<file path="src/rtl/alu_result_stage.sv">
// ALU result buffer: a small FIFO of writeback entries with branch resolution
// against the committed flag register.
module alu_result_stage #(
    parameter int DEPTH = 2
) (
    input  logic        CLK,
    input  logic        N_RST,
    input  logic        IN_VALID,
    output logic        IN_READY,
    input  logic [15:0] ALU_OUT,
    input  logic [3:0]  FLAG_IN,
    input  logic [3:0]  S_ALU,
    input  logic [2:0]  DEST_REG,
    input  logic        REG_WE,
    input  logic        FLAG_WE,
    input  logic        BR_EN,
    input  logic [2:0]  BR_COND,
    output logic        OUT_VALID,
    input  logic        OUT_READY,
    output logic [15:0] WB_DATA,
    output logic [2:0]  WB_REG,
    output logic        WB_WE,
    output logic        BR_TAKEN,
    output logic [3:0]  FLAGS
);

    localparam int PTR_W = $clog2(DEPTH);
    localparam int CNT_W = $clog2(DEPTH + 1);
    localparam logic [3:0] OP_NOP = 4'b1111;

    typedef struct packed {
        logic [15:0] data;
        logic [2:0]  dest;
        logic        we;
        logic        br;
    } entry_t;

    entry_t             entry_mem [DEPTH];
    entry_t             new_entry;
    entry_t             head_entry;
    logic [PTR_W-1:0]   wr_ptr_reg;
    logic [PTR_W-1:0]   rd_ptr_reg;
    logic [CNT_W-1:0]   count_reg;
    logic [3:0]         flags_reg;
    logic               push;
    logic               pop;

    // Flags are {S,Z,C,V}.
    function automatic logic cond_met(input logic [3:0] f, input logic [2:0] c);
        logic s, z, cy, v;
        {s, z, cy, v} = f;
        case (c)
            3'b000:  return 1'b1;
            3'b001:  return z;
            3'b010:  return !z;
            3'b011:  return cy;
            3'b100:  return !cy;
            3'b101:  return s != v;
            3'b110:  return s == v;
            default: return v;
        endcase
    endfunction

    function automatic logic [PTR_W-1:0] next_ptr(input logic [PTR_W-1:0] p);
        return (p == PTR_W'(DEPTH - 1)) ? '0 : p + 1'b1;
    endfunction

    // Ready depends only on registered occupancy, so no input-to-ready path.
    assign IN_READY  = count_reg < CNT_W'(DEPTH);
    assign OUT_VALID = count_reg != '0;
    assign push      = IN_VALID && IN_READY;
    assign pop       = OUT_VALID && OUT_READY;

    // Branches resolve against the flags committed before this beat.
    assign new_entry = '{data: ALU_OUT, dest: DEST_REG, we: REG_WE,
                         br: BR_EN && cond_met(flags_reg, BR_COND)};

    always_ff @(posedge CLK) begin
        if (push) begin
            entry_mem[wr_ptr_reg] <= new_entry;
        end
    end

    always_ff @(posedge CLK or negedge N_RST) begin
        if (!N_RST) begin
            wr_ptr_reg <= '0;
            rd_ptr_reg <= '0;
            count_reg  <= '0;
            flags_reg  <= 4'b0000;
        end else begin
            if (push) begin
                wr_ptr_reg <= next_ptr(wr_ptr_reg);
                if (FLAG_WE && S_ALU != OP_NOP) begin
                    flags_reg <= FLAG_IN;
                end
            end
            if (pop) begin
                rd_ptr_reg <= next_ptr(rd_ptr_reg);
            end
            case ({push, pop})
                2'b10:   count_reg <= count_reg + 1'b1;
                2'b01:   count_reg <= count_reg - 1'b1;
                default: count_reg <= count_reg;
            endcase
        end
    end

    assign head_entry = entry_mem[rd_ptr_reg];
    assign WB_DATA    = OUT_VALID ? head_entry.data : '0;
    assign WB_REG     = OUT_VALID ? head_entry.dest : '0;
    assign WB_WE      = OUT_VALID && head_entry.we;
    assign BR_TAKEN   = OUT_VALID && head_entry.br;
    assign FLAGS      = flags_reg;

endmodule
</file>
<file path="config.mk">
export PLATFORM = sky130hd
export DESIGN_NAME = alu_result_stage
export DESIGN_NICKNAME = d
export VERILOG_FILES = /design/src/rtl/alu_result_stage.sv
export SDC_FILE = /design/constraint.sdc
export NUM_CORES = 1
export LEC_CHECK = 0
export BUFFER_PORTS_ARGS = -buffer_cell sky130_fd_sc_hd__buf_4
export CORE_MARGIN = 2
export CORE_UTILIZATION = 50
export CTS_CLUSTER_SIZE = 28
export DETAILED_ROUTE_END_ITERATION = 12
export PLACE_DENSITY_LB_ADDON = 0.3
export SLEW_MARGIN = 10
export SYNTH_ARGS = -nofsm -noshare
export SYNTH_HDL_FRONTEND = slang
export SYNTH_SLANG_ARGS = --single-unit
export TNS_END_PERCENT = 100
</file>
<file path="constraint.sdc">
create_clock -name CLK -period 2.4 [get_ports CLK]
set_input_delay 0 -clock CLK [delete_from_list [all_inputs] [get_ports CLK]]
set_output_delay 0 -clock CLK [all_outputs]
set_load 0.05 [all_outputs]
</file>
# Word-level counts from Yosys, hierarchy flattened
# Memory sizes are Yosys's and may differ from the RTL's.
# Index checks and enable logic that the tools add are counted.
[totals]
regBits = 8
latchBits = 0
mem_bits_rw = 42
mem_bits_ro = 0
in_bits = 37
out_inout_bits = 27
n_memories = 1
[memory_table]
columns = ["name", "depth", "word_bits", "read_ports", "rd_ports_with_merged_regs", "wr", "line_no", "text"]
rows = [
  ["entry_mem", 2, 21, 1, 0, 1, "38", "entry_t entry_mem [DEPTH];"],
]
[op_classes]
n_addsub = 4
n_mul = 0
div = 0
n_lt_le_gt_ge = 1
eq_ne = 11
n_shift = 0
mux = 8
bitwise_logic = 0
n_reduce_logical = 12
[ops]
columns = ["operator", "n"]
rows = [
  ["$mux 16", 1],
  ["$eq 3x3->1 const B", 3],
  ["$pmux 1 s7", 1],
  ["$eq 3x2->1 const B", 2],
  ["$logic_and 1x1->1", 6],
  ["$mux 1", 4],
  ["$ne 4x4->1 const B", 1],
  ["$pmux 2 s2", 1],
  ["$reduce_bool 2->1", 2],
  ["$eq 3x1->1 const B", 1],
  ["$logic_not 3->1", 1],
  ["$mux 3", 1],
  ["$add 1x1->1 const B", 2],
  ["$add 2x1->2 const B", 1],
  ["$eq 2x1->1 const B", 1],
  ["$eq 2x2->1 const B", 1],
  ["$logic_not 1->1", 2],
  ["$lt 2x2->1 const B", 1],
  ["$reduce_and 2->1", 1],
  ["$sub 2x1->2 const B", 1],
  ["$eq 1x1->1", 1],
  ["$ne 1x1->1", 1],
]

# Depth between registers and ports, before layout
[depth]
depth_word = 4
mapped_depth = 6
ltp_nobuf = 6

# Worst setup path after synthesis
# No wires, ideal clock.
[synth_timing]
kind = "register -> register"
startpoint = "register count_reg[1]"
endpoint = "memory entry_mem[0][0] (netlist bit), enable pin"
setup_time_ns = 0.399
arrival_time_ns = 1.867
t_required_ns = 2.001
slack_ns = 0.134
stages_incl_launch_ff = 4
n_path_buf = 0
synth_period_minus_slack_ns = 2.266
cell_sequence = "dfrtp_1 -> inv_1 -> nand2_1 -> nor2_1"
[synth_between]
elab_chain_len = 4
[synth_rtl]
columns = ["item", "line_no", "text"]
rows = [
  ["start: declaration", "43", "logic [CNT_W-1:0] count_reg;"],
  ["start signal: assignment", "101", "2'b10: count_reg <= count_reg + 1'b1;"],
  ["start signal: assignment", "102", "2'b01: count_reg <= count_reg - 1'b1;"],
  ["start signal: assignment", "103", "default: count_reg <= count_reg;"],
  ["$lt 2x2->1", "69", "assign IN_READY = count_reg < CNT_W'(DEPTH);"],
  ["via IN_READY", "9", "output logic IN_READY,"],
  ["$logic_and 1x1->1", "71", "assign push = IN_VALID && IN_READY;"],
  ["$mux 1", "79", "if (push) begin"],
  ["$mux 1 (implied by the code)", "80", "entry_mem[wr_ptr_reg] <= new_entry;"],
  ["end: declaration", "38", ""],
]
# The timed path passes the listed nets, and every way through them passes these cells.

# Worst setup path in the final report
[layout_timing]
startpoint = "register rd_ptr_reg"
endpoint = "output WB_DATA[2]"
[layout_between]
elab_chain_len = 2
[layout_rtl]
columns = ["item", "line_no", "text"]
rows = [
  ["start: declaration", "42", "logic [PTR_W-1:0] rd_ptr_reg;"],
  ["start signal: assignment", "98", "rd_ptr_reg <= next_ptr(rd_ptr_reg);"],
  ["$mem_v2 2x21", "-", ""],
  ["$mux 16", "109", "assign WB_DATA = OUT_VALID ? head_entry.data : '0;"],
  ["end: declaration", "20", "output logic [15:0] WB_DATA,"],
]
# Every way passes these cells.

==> run metrics <==
Cell Pwr Density=1320 nW/um^2; unrepaired setup endpoints after global routing=false; number of global-route vias before repair=1343; total power=3800 uW; Die ar.=4530 um^2; layout cells sized above 1=35.4%; Residual DRC=0; Initial DRT Pass Iterations=4; design area=2880 um^2; CTS clk-pin slew, worst paths=0.08 ns; first-pass GRT wire length=5.98 mm; overall routed net length=3.83 mm; post-synthesis sequential area ratio=72.9%; Critical Path AT=1.51 ns; DP Wirelength=2.57 mm; YS warnings=0; Synth cell types=24; GRT Total Usage=18.7%; RePlAce Congestion=0.817; DR WL/cell=14.0 um; Post-Place Cell Area=2550 um^2; most frequent cell after synthesis=edfxtp_1; TNS Setup=0 ns; top post-synthesis cells by area=edfxtp_1 (63%), mux2i_1 (11%), dfrtp_1 (10%); peak supply drop=0.836 mV; routed vias/inst=4.87; Largest register FFs=42; DIE HEIGHT=67.3 um; cell mode on critical path=buf_4; Worst Setup End Kind=output pin; pin count of the biggest net entering global routing=23; ys async rst share=16.0%; Layout area overhead=43.9%; CTS max path bufs=2; CTS buffer count=5; antenna violations before repair=0; Worst path max stage delay=0.34 ns; initial drt markers=46; final hold vios=0; Max FO, Critical Path=22; Data required, critical path=2.40 ns; total core area=3910 um^2; Synth area leader=edfxtp_1; sum of buffers and inverters on the critical path=2; PortBufs=63; Least-Margin Pin Slew=0.371 ns; Mapped Nets=166; antenna viol nets, final=0; Starting Density=51.2%; Mapped Area=2000 um^2; Hold WS=0.0408 ns; Vias=1329; CTS tree=done; nets=260; # diodes=0; status=completed; I/O pin count=64; Main synth FF type=edfxtp_1; Post-Route Skew=0.00268 ns; Post-synth EDFFs=42; remaining global-route overflow=0; min Tclk post-route=1.51 ns; Die X=67.3 um; fin. max-slew vios=0; worst-skew pair later-pin latency=0.29 ns; FF+latch count, synth=50; H-Tree Depth=2; endpoints failing setup=0; worst-path cell chain=buf_4 > mux2i_1 > nor2_1 > buf_4; CTS root buf=clkbuf_8; top-area cell type share of the netlist area=62.9%; Mean Syn Cell Area=15.7 um^2; slowest CP cell=dfrtp_1; top post-synthesis cells by count=edfxtp_1 (42), nor2_1 (24), mux2i_1 (22); relative slew slack=75.3%; fin crit share=63.0%; CTS sink count=50; Rows=23; Fmax=661 MHz; worst hold path class=input port to register; CP top delay family=buffers and inverters; synthesized instance count=128; worst setup path class=register to output pin; P_leak=0.00122 uW; critical path startpoint category=register; Max-Cap Viols=0
==> through the flow <==
step	std cells	worst slack, ns	util, %
6_report	273	0.888	73.7
3_5_place_dp	240	0.986	65.2
5_1_grt	273	0.784	73.7
3_3_place_gp	240	1.03	65.2
2_1_floorplan	128	0.134	-
4_1_cts	273	0.864	73.7
==> metal layers <==
| metal | vias to the layer above | routed length [um] | global-route usage [%] |
|---|---|---|---|
| met5 | - | 0 | 0 |
| met4 | 0 | 48 | 6.12 |
| met3 | 5 | 236 | 5.83 |
| met2 | 47 | 2180 | 36.0 |
| met1 | 618 | 1360 | 18.9 |
| li1 | 659 | - | - |
==> final timing paths <==
kind,startpoint,end,slack [ns],cells past startpoint
min,BR_EN,entry_mem[0][0]$_DFFE_PP_,0.04,2
max in group asynchronous,N_RST,FLAGS[2]$_DFFE_PN0P_,2.22,2
max,rd_ptr_reg$_DFFE_PN0P_,WB_DATA[2],0.89,4
min reg2reg,wr_ptr_reg$_DFFE_PN0P_,wr_ptr_reg$_DFFE_PN0P_,0.54,1
min in group asynchronous,N_RST,count_reg[0]$_DFFE_PN0P_,0.05,2
max reg2reg,FLAGS[3]$_DFFE_PN0P_,entry_mem[1][0]$_DFFE_PP_,0.96,3
==> area by class of cell <==
class                      instances  area [um^2]
inverter                           2         7.51
timing repair buffer              92          753
fill                             272         1030
sequential                        50         1460
clock buffer                       6         72.6
tap                               50         62.6
multi-input combinational         71          518
clock inverter                     2         8.76
==> timing repair <==
item                       4_1_cts  5_1_grt
hold buffers                    25        0
hold endpoints to repair        52        0
gates resized for setup          0        0
setup buffers                    0        0
setup endpoints to repair        0        0
==> where the power goes <==
group          internal (uW)  switching (uW)  total, uW  leakage (uW)
Clock                    200             238        438     0.0000426
Sequential              1170            98.7       1260      0.000480
Combinational            682            1420       2100      0.000697
==> cells by family after synthesis <==
kind of cell | Yosys count | synth area share (%)
AOI/OAI and AO/OA | 4 | 1.56
xor gates and xnor gates | 5 | 2.18
adders and majority gates | 1 | 0.624
buffers and inverters | 7 | 1.50
DFF | 50 | 72.9
muxes | 26 | 13.2
and+or+nand+nor | 35 | 7.99
==> placed cells by master, fill, tap and decap left out, drive strengths merged, types with 2 or more instances in the layout <==
master       netlist  final
buf                3     67
mux2i             22     22
dfrtp              8      8
mux2               4      4
nand4              2      2
dlygate4sd3        0     25
xnor2              4      4
nor2              24     24
clkbuf             2      6
nand2              2      2
edfxtp            42     42
clkinv             0      2
inv                2      2
No activity file was read; power rests on OpenSTA's default activity.
